**config.mk**
```make
export PLATFORM = sky130hd
export DESIGN_NAME = epu_layer_sched
export DESIGN_NICKNAME = d
export VERILOG_FILES = /design/src/rtl/epu_layer_sched.sv
export SDC_FILE = /design/constraint.sdc
export NUM_CORES = 1
export LEC_CHECK = 0
export BUFFER_PORTS_ARGS = -buffer_cell sky130_fd_sc_hd__buf_2
export CAP_MARGIN = 20
export CORE_AREA = 2 2 164 166
export DETAILED_ROUTE_END_ITERATION = 7
export DIE_AREA = 0 0 166 168
export GPL_TIMING_DRIVEN = 0
export MAX_ROUTING_LAYER = met4
export PLACE_DENSITY = 0.81
export SYNTH_ARGS = -nofsm -noshare
export SYNTH_HDL_FRONTEND = slang
export SYNTH_SLANG_ARGS = --single-unit
```
**constraint.sdc**
```tcl
create_clock -name clk -period 4.86 [get_ports clk]
set_clock_uncertainty 0.2 [all_clocks]
set_input_delay 0.972 -clock clk [delete_from_list [all_inputs] [get_ports clk]]
set_output_delay 0.972 -clock clk [all_outputs]
set_load 0.05 [all_outputs]
```
**src/rtl/epu_layer_sched.sv**
```systemverilog
// Layer sequencer for ConvAcc: queues per-layer commands, issues start/mode/w8 per layer,
// ping-pongs buffer transpose parity and flags network completion. Option: EPU_SCHED_TIMEOUT_EN.
module epu_layer_sched #(
    parameter int unsigned DEPTH        = 8,
    parameter int unsigned DATA_BITS    = 32,
    parameter int unsigned MODE_BITS    = 4,
    parameter int unsigned CNT_BITS     = 8,
    parameter int unsigned TIMEOUT_BITS = 20
) (
    input  logic                 clk,
    input  logic                 rst,
    input  logic                 cmd_valid_i,
    output logic                 cmd_ready_o,
    input  logic [DATA_BITS-1:0] cmd_w8_i,
    input  logic [MODE_BITS-1:0] cmd_mode_i,
    input  logic                 cmd_last_i,
    input  logic                 go_i,
    input  logic                 abort_i,
    input  logic                 irq_clr_i,
    output logic                 conv_start_o,
    output logic [MODE_BITS-1:0] conv_mode_o,
    output logic [DATA_BITS-1:0] conv_w8_o,
    output logic                 in_trans_o,
    output logic                 out_trans_o,
    input  logic                 conv_fin_i,
    output logic                 busy_o,
    output logic                 done_irq_o,
    output logic                 err_o,
    output logic [CNT_BITS-1:0]  layer_cnt_o
);

    localparam int unsigned AW = $clog2(DEPTH);
    localparam int unsigned EW = DATA_BITS + MODE_BITS + 1;

    typedef enum logic [2:0] {
        S_IDLE = 3'd0,
        S_LOAD = 3'd1,
        S_RUN  = 3'd2,
        S_GAP  = 3'd3,
        S_DONE = 3'd4,
        S_ERR  = 3'd5
    } state_t;

    state_t                 state_q, state_d;
    logic [EW-1:0]          mem_q [DEPTH];
    logic [AW:0]            wr_ptr_q, wr_ptr_d;
    logic [AW:0]            rd_ptr_q, rd_ptr_d;
    logic                   start_q, start_d;
    logic [MODE_BITS-1:0]   mode_q, mode_d;
    logic [DATA_BITS-1:0]   w8_q, w8_d;
    logic                   last_q, last_d;
    logic                   par_q, par_d;
    logic [CNT_BITS-1:0]    cnt_q, cnt_d;
    logic                   done_q, done_d;
    logic                   err_q, err_d;
    logic                   full_s, empty_s, push_s, pop_s, flush_s;
    logic [EW-1:0]          head_s;

    assign full_s  = (wr_ptr_q[AW] != rd_ptr_q[AW]) && (wr_ptr_q[AW-1:0] == rd_ptr_q[AW-1:0]);
    assign empty_s = (wr_ptr_q == rd_ptr_q);
    // An abort drops any push offered in the same cycle.
    assign push_s  = cmd_valid_i & ~full_s & ~abort_i;
    assign head_s  = mem_q[rd_ptr_q[AW-1:0]];

`ifdef EPU_SCHED_TIMEOUT_EN
    localparam logic [TIMEOUT_BITS-1:0] TMR_LAST = {{(TIMEOUT_BITS-1){1'b1}}, 1'b0};
    logic [TIMEOUT_BITS-1:0] tmr_q;

    // Watchdog: zeroed while loading a layer, counts every RUN cycle.
    always_ff @(posedge clk) begin
        if (rst) begin
            tmr_q <= '0;
        end else if (state_q == S_LOAD) begin
            tmr_q <= '0;
        end else if (state_q == S_RUN) begin
            tmr_q <= tmr_q + TIMEOUT_BITS'(1);
        end else begin
            tmr_q <= tmr_q;
        end
    end
`endif

    // Next-state, layer registers and FIFO pointer control.
    always_comb begin
        state_d = state_q;
        start_d = start_q;
        mode_d  = mode_q;
        w8_d    = w8_q;
        last_d  = last_q;
        par_d   = par_q;
        cnt_d   = cnt_q;
        done_d  = done_q;
        err_d   = err_q;
        pop_s   = 1'b0;
        flush_s = 1'b0;
        if (abort_i) begin
            state_d = S_IDLE;
            start_d = 1'b0;
            done_d  = 1'b0;
            err_d   = 1'b0;
            par_d   = 1'b0;
            cnt_d   = '0;
            flush_s = 1'b1;
        end else begin
            case (state_q)
                S_IDLE: begin
                    if (go_i && !empty_s) state_d = S_LOAD;
                    else                  state_d = S_IDLE;
                end
                S_LOAD: begin
                    pop_s   = 1'b1;
                    {last_d, mode_d, w8_d} = head_s;
                    start_d = 1'b1;
                    state_d = S_RUN;
                end
                S_RUN: begin
                    if (conv_fin_i) begin
                        start_d = 1'b0;
                        cnt_d   = cnt_q + CNT_BITS'(1);
                        par_d   = ~par_q;
                        if (last_q) begin
                            done_d  = 1'b1;
                            state_d = S_DONE;
                        end else begin
                            state_d = S_GAP;
                        end
`ifdef EPU_SCHED_TIMEOUT_EN
                    end else if (tmr_q == TMR_LAST) begin
                        start_d = 1'b0;
                        err_d   = 1'b1;
                        state_d = S_ERR;
`endif
                    end else begin
                        state_d = S_RUN;
                    end
                end
                S_GAP: begin
                    // A push arriving now is readable by LOAD next cycle.
                    if (!empty_s || push_s) state_d = S_LOAD;
                    else                    state_d = S_GAP;
                end
                S_DONE: begin
                    if (irq_clr_i) begin
                        state_d = S_IDLE;
                        done_d  = 1'b0;
                        cnt_d   = '0;
                        par_d   = 1'b0;
                    end else begin
                        state_d = S_DONE;
                    end
                end
                S_ERR: begin
                    if (irq_clr_i) begin
                        state_d = S_IDLE;
                        err_d   = 1'b0;
                        flush_s = 1'b1;
                    end else begin
                        state_d = S_ERR;
                    end
                end
                default: begin
                    state_d = S_IDLE;
                    start_d = 1'b0;
                end
            endcase
        end
        if (flush_s) begin
            wr_ptr_d = '0;
            rd_ptr_d = '0;
        end else begin
            wr_ptr_d = wr_ptr_q + (push_s ? (AW+1)'(1) : (AW+1)'(0));
            rd_ptr_d = rd_ptr_q + (pop_s  ? (AW+1)'(1) : (AW+1)'(0));
        end
    end

    // Control and output registers.
    always_ff @(posedge clk) begin
        if (rst) begin
            state_q  <= S_IDLE;
            wr_ptr_q <= '0;
            rd_ptr_q <= '0;
            start_q  <= 1'b0;
            mode_q   <= '0;
            w8_q     <= '0;
            last_q   <= 1'b0;
            par_q    <= 1'b0;
            cnt_q    <= '0;
            done_q   <= 1'b0;
            err_q    <= 1'b0;
        end else begin
            state_q  <= state_d;
            wr_ptr_q <= wr_ptr_d;
            rd_ptr_q <= rd_ptr_d;
            start_q  <= start_d;
            mode_q   <= mode_d;
            w8_q     <= w8_d;
            last_q   <= last_d;
            par_q    <= par_d;
            cnt_q    <= cnt_d;
            done_q   <= done_d;
            err_q    <= err_d;
        end
    end

    // Command storage; contents are qualified by the pointers, so no reset needed.
    always_ff @(posedge clk) begin
        if (push_s) begin
            mem_q[wr_ptr_q[AW-1:0]] <= {cmd_last_i, cmd_mode_i, cmd_w8_i};
        end else begin
            mem_q[wr_ptr_q[AW-1:0]] <= mem_q[wr_ptr_q[AW-1:0]];
        end
    end

    assign cmd_ready_o  = ~full_s;
    assign conv_start_o = start_q;
    assign conv_mode_o  = mode_q;
    assign conv_w8_o    = w8_q;
    assign in_trans_o   = par_q;
    assign out_trans_o  = par_q;
    assign busy_o       = (state_q != S_IDLE);
    assign done_irq_o   = done_q;
    assign err_o        = err_q;
    assign layer_cnt_o  = cnt_q;

endmodule

```
==> flow_results.org <==
** Timing
- Slew Limit Headroom :: 33.9%
- Minimum clock period :: 2.98 ns
- The final-report hold violation count was 0.
- Endpoints failing setup :: 0
- The max-slew violation count came to 0.
- Final hold analysis gives a worst-case slack of 0.264 ns.
- Setup TNS :: 0 ns
- Transition time of the tightest slew-check pin :: 0.988 ns
- For this run, the top clock speed supported by timing is 336 MHz.
- Final cycle utilization of the critical path :: 61.2%
- Setup repair after global routing left no endpoint under its margin.

** Worst setup path
- Number of cell instances on the worst register-to-register path :: 6
- Data on the critical path arrives at its endpoint at 2.98 ns.
- Setup slack, reg-to-reg :: 1.92 ns
- Critical-path maximum fanout :: 10
- Beginning of the worst register-to-register path :: wr_ptr_q[1]
- The worst setup path is of the input pin to flop kind.
- Setup crit end kind :: flop
- End of the worst register-to-register path :: mem_q[0][22]
- Max stage delay on crit path :: 0.70 ns
- Kind of start point of the critical path :: input pin
- Cell with the largest stage delay on the worst path :: sky130_fd_sc_hd__nor3_2
- Walking the worst path, the cells encountered are buf_2 > nand2b_1 > a41oi_1 > nand2b_1 > nor3_2 > buf_6 > buf_6.
- Required time of the worst setup path :: 4.87 ns

** Global route
- Total routing usage reported by global routing :: 21.8%
- The initial antenna violation count was 3.
- Number of global-route vias before repair :: 7949
- The total overflow left after global routing is 0.
- Maximum number of pins on one net before global-route repair :: 27
- The first global-routing pass estimated 45100 µm of wire.

** Routing
- 1st-iter DRT viols :: 735
- Via count :: 7788
- Dividing the detail-routed wire length by the instance count gives 21.7 µm.
- In this run the remaining antenna-violating nets after routing total 0.
- DR DRC count :: 0
- The routed design has 29600 µm of wire.
- Average via count per standard cell :: 5.71
- For this run, the detailed router's first-pass iteration total came to 6.

** CTS
- CTS built an H-tree with a depth of 2.
- Clock-pin slew was measured on the worst setup and hold paths at 0.06 ns.
- Once the clock tree was built, the resizer swapped 0 gates to a different size.
- Setup repair bufs after CTS :: 0
- CTS placed an instance of sky130_fd_sc_hd__clkbuf_16 at the clock tree root.
- TritonCTS Sinks :: 355
- TritonCTS built the clock tree.
- TritonCTS buffer count :: 34
- In this run the deepest clock path goes through 3 buffers.
- The later pin in the worst-skew pair is clocked with a latency of 0.51 ns.
- After clock tree synthesis, the flow added hold-fix buffers numbering 0.

** Finish
- Total area of multi-input combinational cells :: 3440 µm²
- Across the whole layout, storage elements account for 10100 µm².
- Commonest non-fill, non-tap cell in the layout :: sky130_fd_sc_hd__edfxtp_1
- Layout overhead on the synthesized area :: 16.7%
- Counting the fill cells in the layout gives 1878.
- In the final design database the tool counted 1044 nets.
- In the final layout, the share of cells above drive strength 1 is 23.5%.
- Commonest cells after routing, fill and taps aside :: sky130_fd_sc_hd__edfxtp_1 (296), sky130_fd_sc_hd__mux2i_1 (149), sky130_fd_sc_hd__buf_2 (112)

** Logic synthesis
- In the synthesized netlist the async set-or-reset flop fraction comes to 0%.
- Share of the synthesized netlist area taken by xor and xnor gates :: 1.01%
- Syn nets :: 901
- Synth Instances :: 852
- Adder-cell area share of the yosys netlist :: 0.452%
- Most used DFF post-synth :: sky130_fd_sc_hd__edfxtp_1
- After synthesis, flip-flops and latches occupy 72.8% of the total area.
- After synthesis, the mean cell area works out to 16.2 µm².
- After synthesis, the largest family of logic cells by area is multiplexers.
- Of the total synthesized cell area, the portion taken by AND, OR, NAND and NOR gates is 5.74%.
- Yosys printed 0 warnings.
- Multiplexer area fraction after synthesis :: 10.8%
- Number of enable-type register cells in the synthesized netlist :: 296
- Post-synthesis compound-gate area fraction :: 6.42%
- Flop and latch count out of synthesis :: 355
- In this run, distinct cell masters in the synthesized netlist total 46.
- Summing every instance area after synthesis gives 13800 µm².

** Floorplanning
- Total I/O pin count :: 95
- Number of core rows :: 60
- Measured along the y axis, the die boundary spans 168 µm.
- Die area :: 27900 µm²
- Area of the core :: 26400 µm²
- Die Span X :: 166 µm
- For this configuration, the core starts out at a cell density of 52.5%.

** Min path
- Min-Delay Path Depth :: 2
- Launch point of the worst hold path :: done_irq_o
- The tightest min-delay check is of the flop to flop type.
- The worst hold path terminates at done_irq_o.

** Place
- Port buffering added 93 buffers.
- Routability-driven placement finished with a final weighted congestion of 0.747.
- Detailed placer's ending HPWL :: 18500 µm

** Status
- Run status :: finished clean

** Pwr
- For this design the ratio of total power to cell area is 376 nW/µm².
- Total power :: 0.00607 W
- Static leakage :: 5.33 nW
- Max VDD drop :: 0.311 mV

** Job
- Max-cap violations in this run came to 0.
[power breakdown]
part           switching [W]  internal (W)  total, W
clock                0.00107       0.00156   0.00263
combinational      0.0000861     0.0000352  0.000121
sequential        0.00000609       0.00331   0.00332
total                0.00116       0.00491   0.00607
[cells in the mapped netlist (2+ instances only)]
cell | number | area [µm²]
sky130_fd_sc_hd__nor3_2 | 20 | 200
sky130_fd_sc_hd__xnor2_1 | 13 | 114
sky130_fd_sc_hd__nor2_1 | 60 | 225
sky130_fd_sc_hd__clkbuf_1 | 6 | 22.5
sky130_fd_sc_hd__a21oi_1 | 40 | 200
sky130_fd_sc_hd__inv_1 | 4 | 15.0
sky130_fd_sc_hd__nand2_1 | 6 | 22.5
sky130_fd_sc_hd__buf_1 | 2 | 7.51
sky130_fd_sc_hd__buf_8 | 2 | 30.0
sky130_fd_sc_hd__and2_1 | 5 | 31.3
sky130_fd_sc_hd__buf_2 | 19 | 95.1
sky130_fd_sc_hd__o21ai_0 | 3 | 15.0
sky130_fd_sc_hd__nand4b_1 | 3 | 26.3
sky130_fd_sc_hd__nand3_1 | 4 | 20.0
sky130_fd_sc_hd__nand2b_1 | 5 | 31.3
sky130_fd_sc_hd__nand4_1 | 2 | 12.5
sky130_fd_sc_hd__a211oi_1 | 4 | 30.0
sky130_fd_sc_hd__nor3_1 | 19 | 95.1
sky130_fd_sc_hd__nor4_1 | 2 | 12.5
sky130_fd_sc_hd__o21ai_1 | 2 | 10.0
sky130_fd_sc_hd__a22oi_1 | 74 | 556
sky130_fd_sc_hd__edfxtp_1 | 296 | 8890
sky130_fd_sc_hd__a21oi_2 | 3 | 26.3
sky130_fd_sc_hd__dfxtp_1 | 59 | 1180
sky130_fd_sc_hd__xor2_1 | 3 | 26.3
sky130_fd_sc_hd__mux2i_1 | 149 | 1490
sky130_fd_sc_hd__buf_4 | 10 | 75.1
sky130_fd_sc_hd__ha_1 | 5 | 62.6
sky130_fd_sc_hd__buf_6 | 12 | 135
sky130_fd_sc_hd__nor2b_1 | 4 | 25.0
[cell families (layout without fill, tap and decap cells)]
group,after synthesis,after routing
AND/OR/NAND/NOR,139,139
XOR/XNOR,16,16
other,1,4
buffers and inverters,56,224
flip-flops,355,355
multiplexers,149,149
AO/OA/AOI/OAI,131,131
adder cells (fa/ha/maj),5,5
[sequential cells by signal, indices dropped and copies added, names as in the netlist]
signal and cells:
mem_q 296, conv_w8_o 32, layer_cnt_o 8, conv_mode_o 4, rd_ptr_q 4, wr_ptr_q 4, state_q 3, conv_start_o 1
done_irq_o 1, in_trans_o 1, last_q 1
[critical path: cells and delay by family]
| family | cells | cell delay [ns] |
|---|---|---|
| buf+inv | 3 | 0.56 |
| compound gates | 1 | 0.29 |
| simple gates | 3 | 1.15 |
[worst max-delay path by stage]
stage | from | endpoint | depth (start not counted)
2_1_floorplan | abort_i | mem_q[0][0] | 4
3_3_place_gp | abort_i | mem_q[1][27] | 5
3_5_place_dp | abort_i | mem_q[0][28] | 7
4_1_cts | abort_i | mem_q[0][25] | 7
5_1_grt | wr_ptr_q[1] | mem_q[0][25] | 6
6_report | abort_i | mem_q[0][22] | 7
[cell type report]
type                       instances  share of cell area (%)
inverter                           5                   0.116
multi-input combinational        441                    21.3
timing repair buffer             107                    4.33
antenna                            3                  0.0465
clock buffer                      49                    6.06
tap                              341                    2.64
clock inverter                    12                   0.853
sequential                       355                    62.4
buffer                            51                    2.26
[routing by layer]
| metal | global-route usage [%] | part of all wire [%] | vias up | routed length, µm |
|---|---|---|---|---|
| li1 | - | - | 3581 | - |
| met1 | 27.1 | 40 | 3825 | 12000 |
| met2 | 35.8 | 49 | 313 | 14600 |
| met3 | 4.44 | 7.3 | 69 | 2150 |
| met4 | 7.75 | 2.9 | 0 | 867 |
| met5 | - | 0 | - | 0 |
[per-stage QoR]
step / utilization (%) / instance area, µm² / setup slack (ns) / cells
2_1_floorplan: - / 13800 / 0.163 / 852
3_3_place_gp: 55.9 / 14700 / -2.25 / 1286
3_5_place_dp: 57.0 / 15000 / 1.38 / 1300
4_1_cts: 61.2 / 16100 / 1.87 / 1361
5_1_grt: 61.2 / 16100 / 1.65 / 1364
6_report: 61.2 / 16100 / 1.88 / 1364
Power figures use the tool's default switching activity.
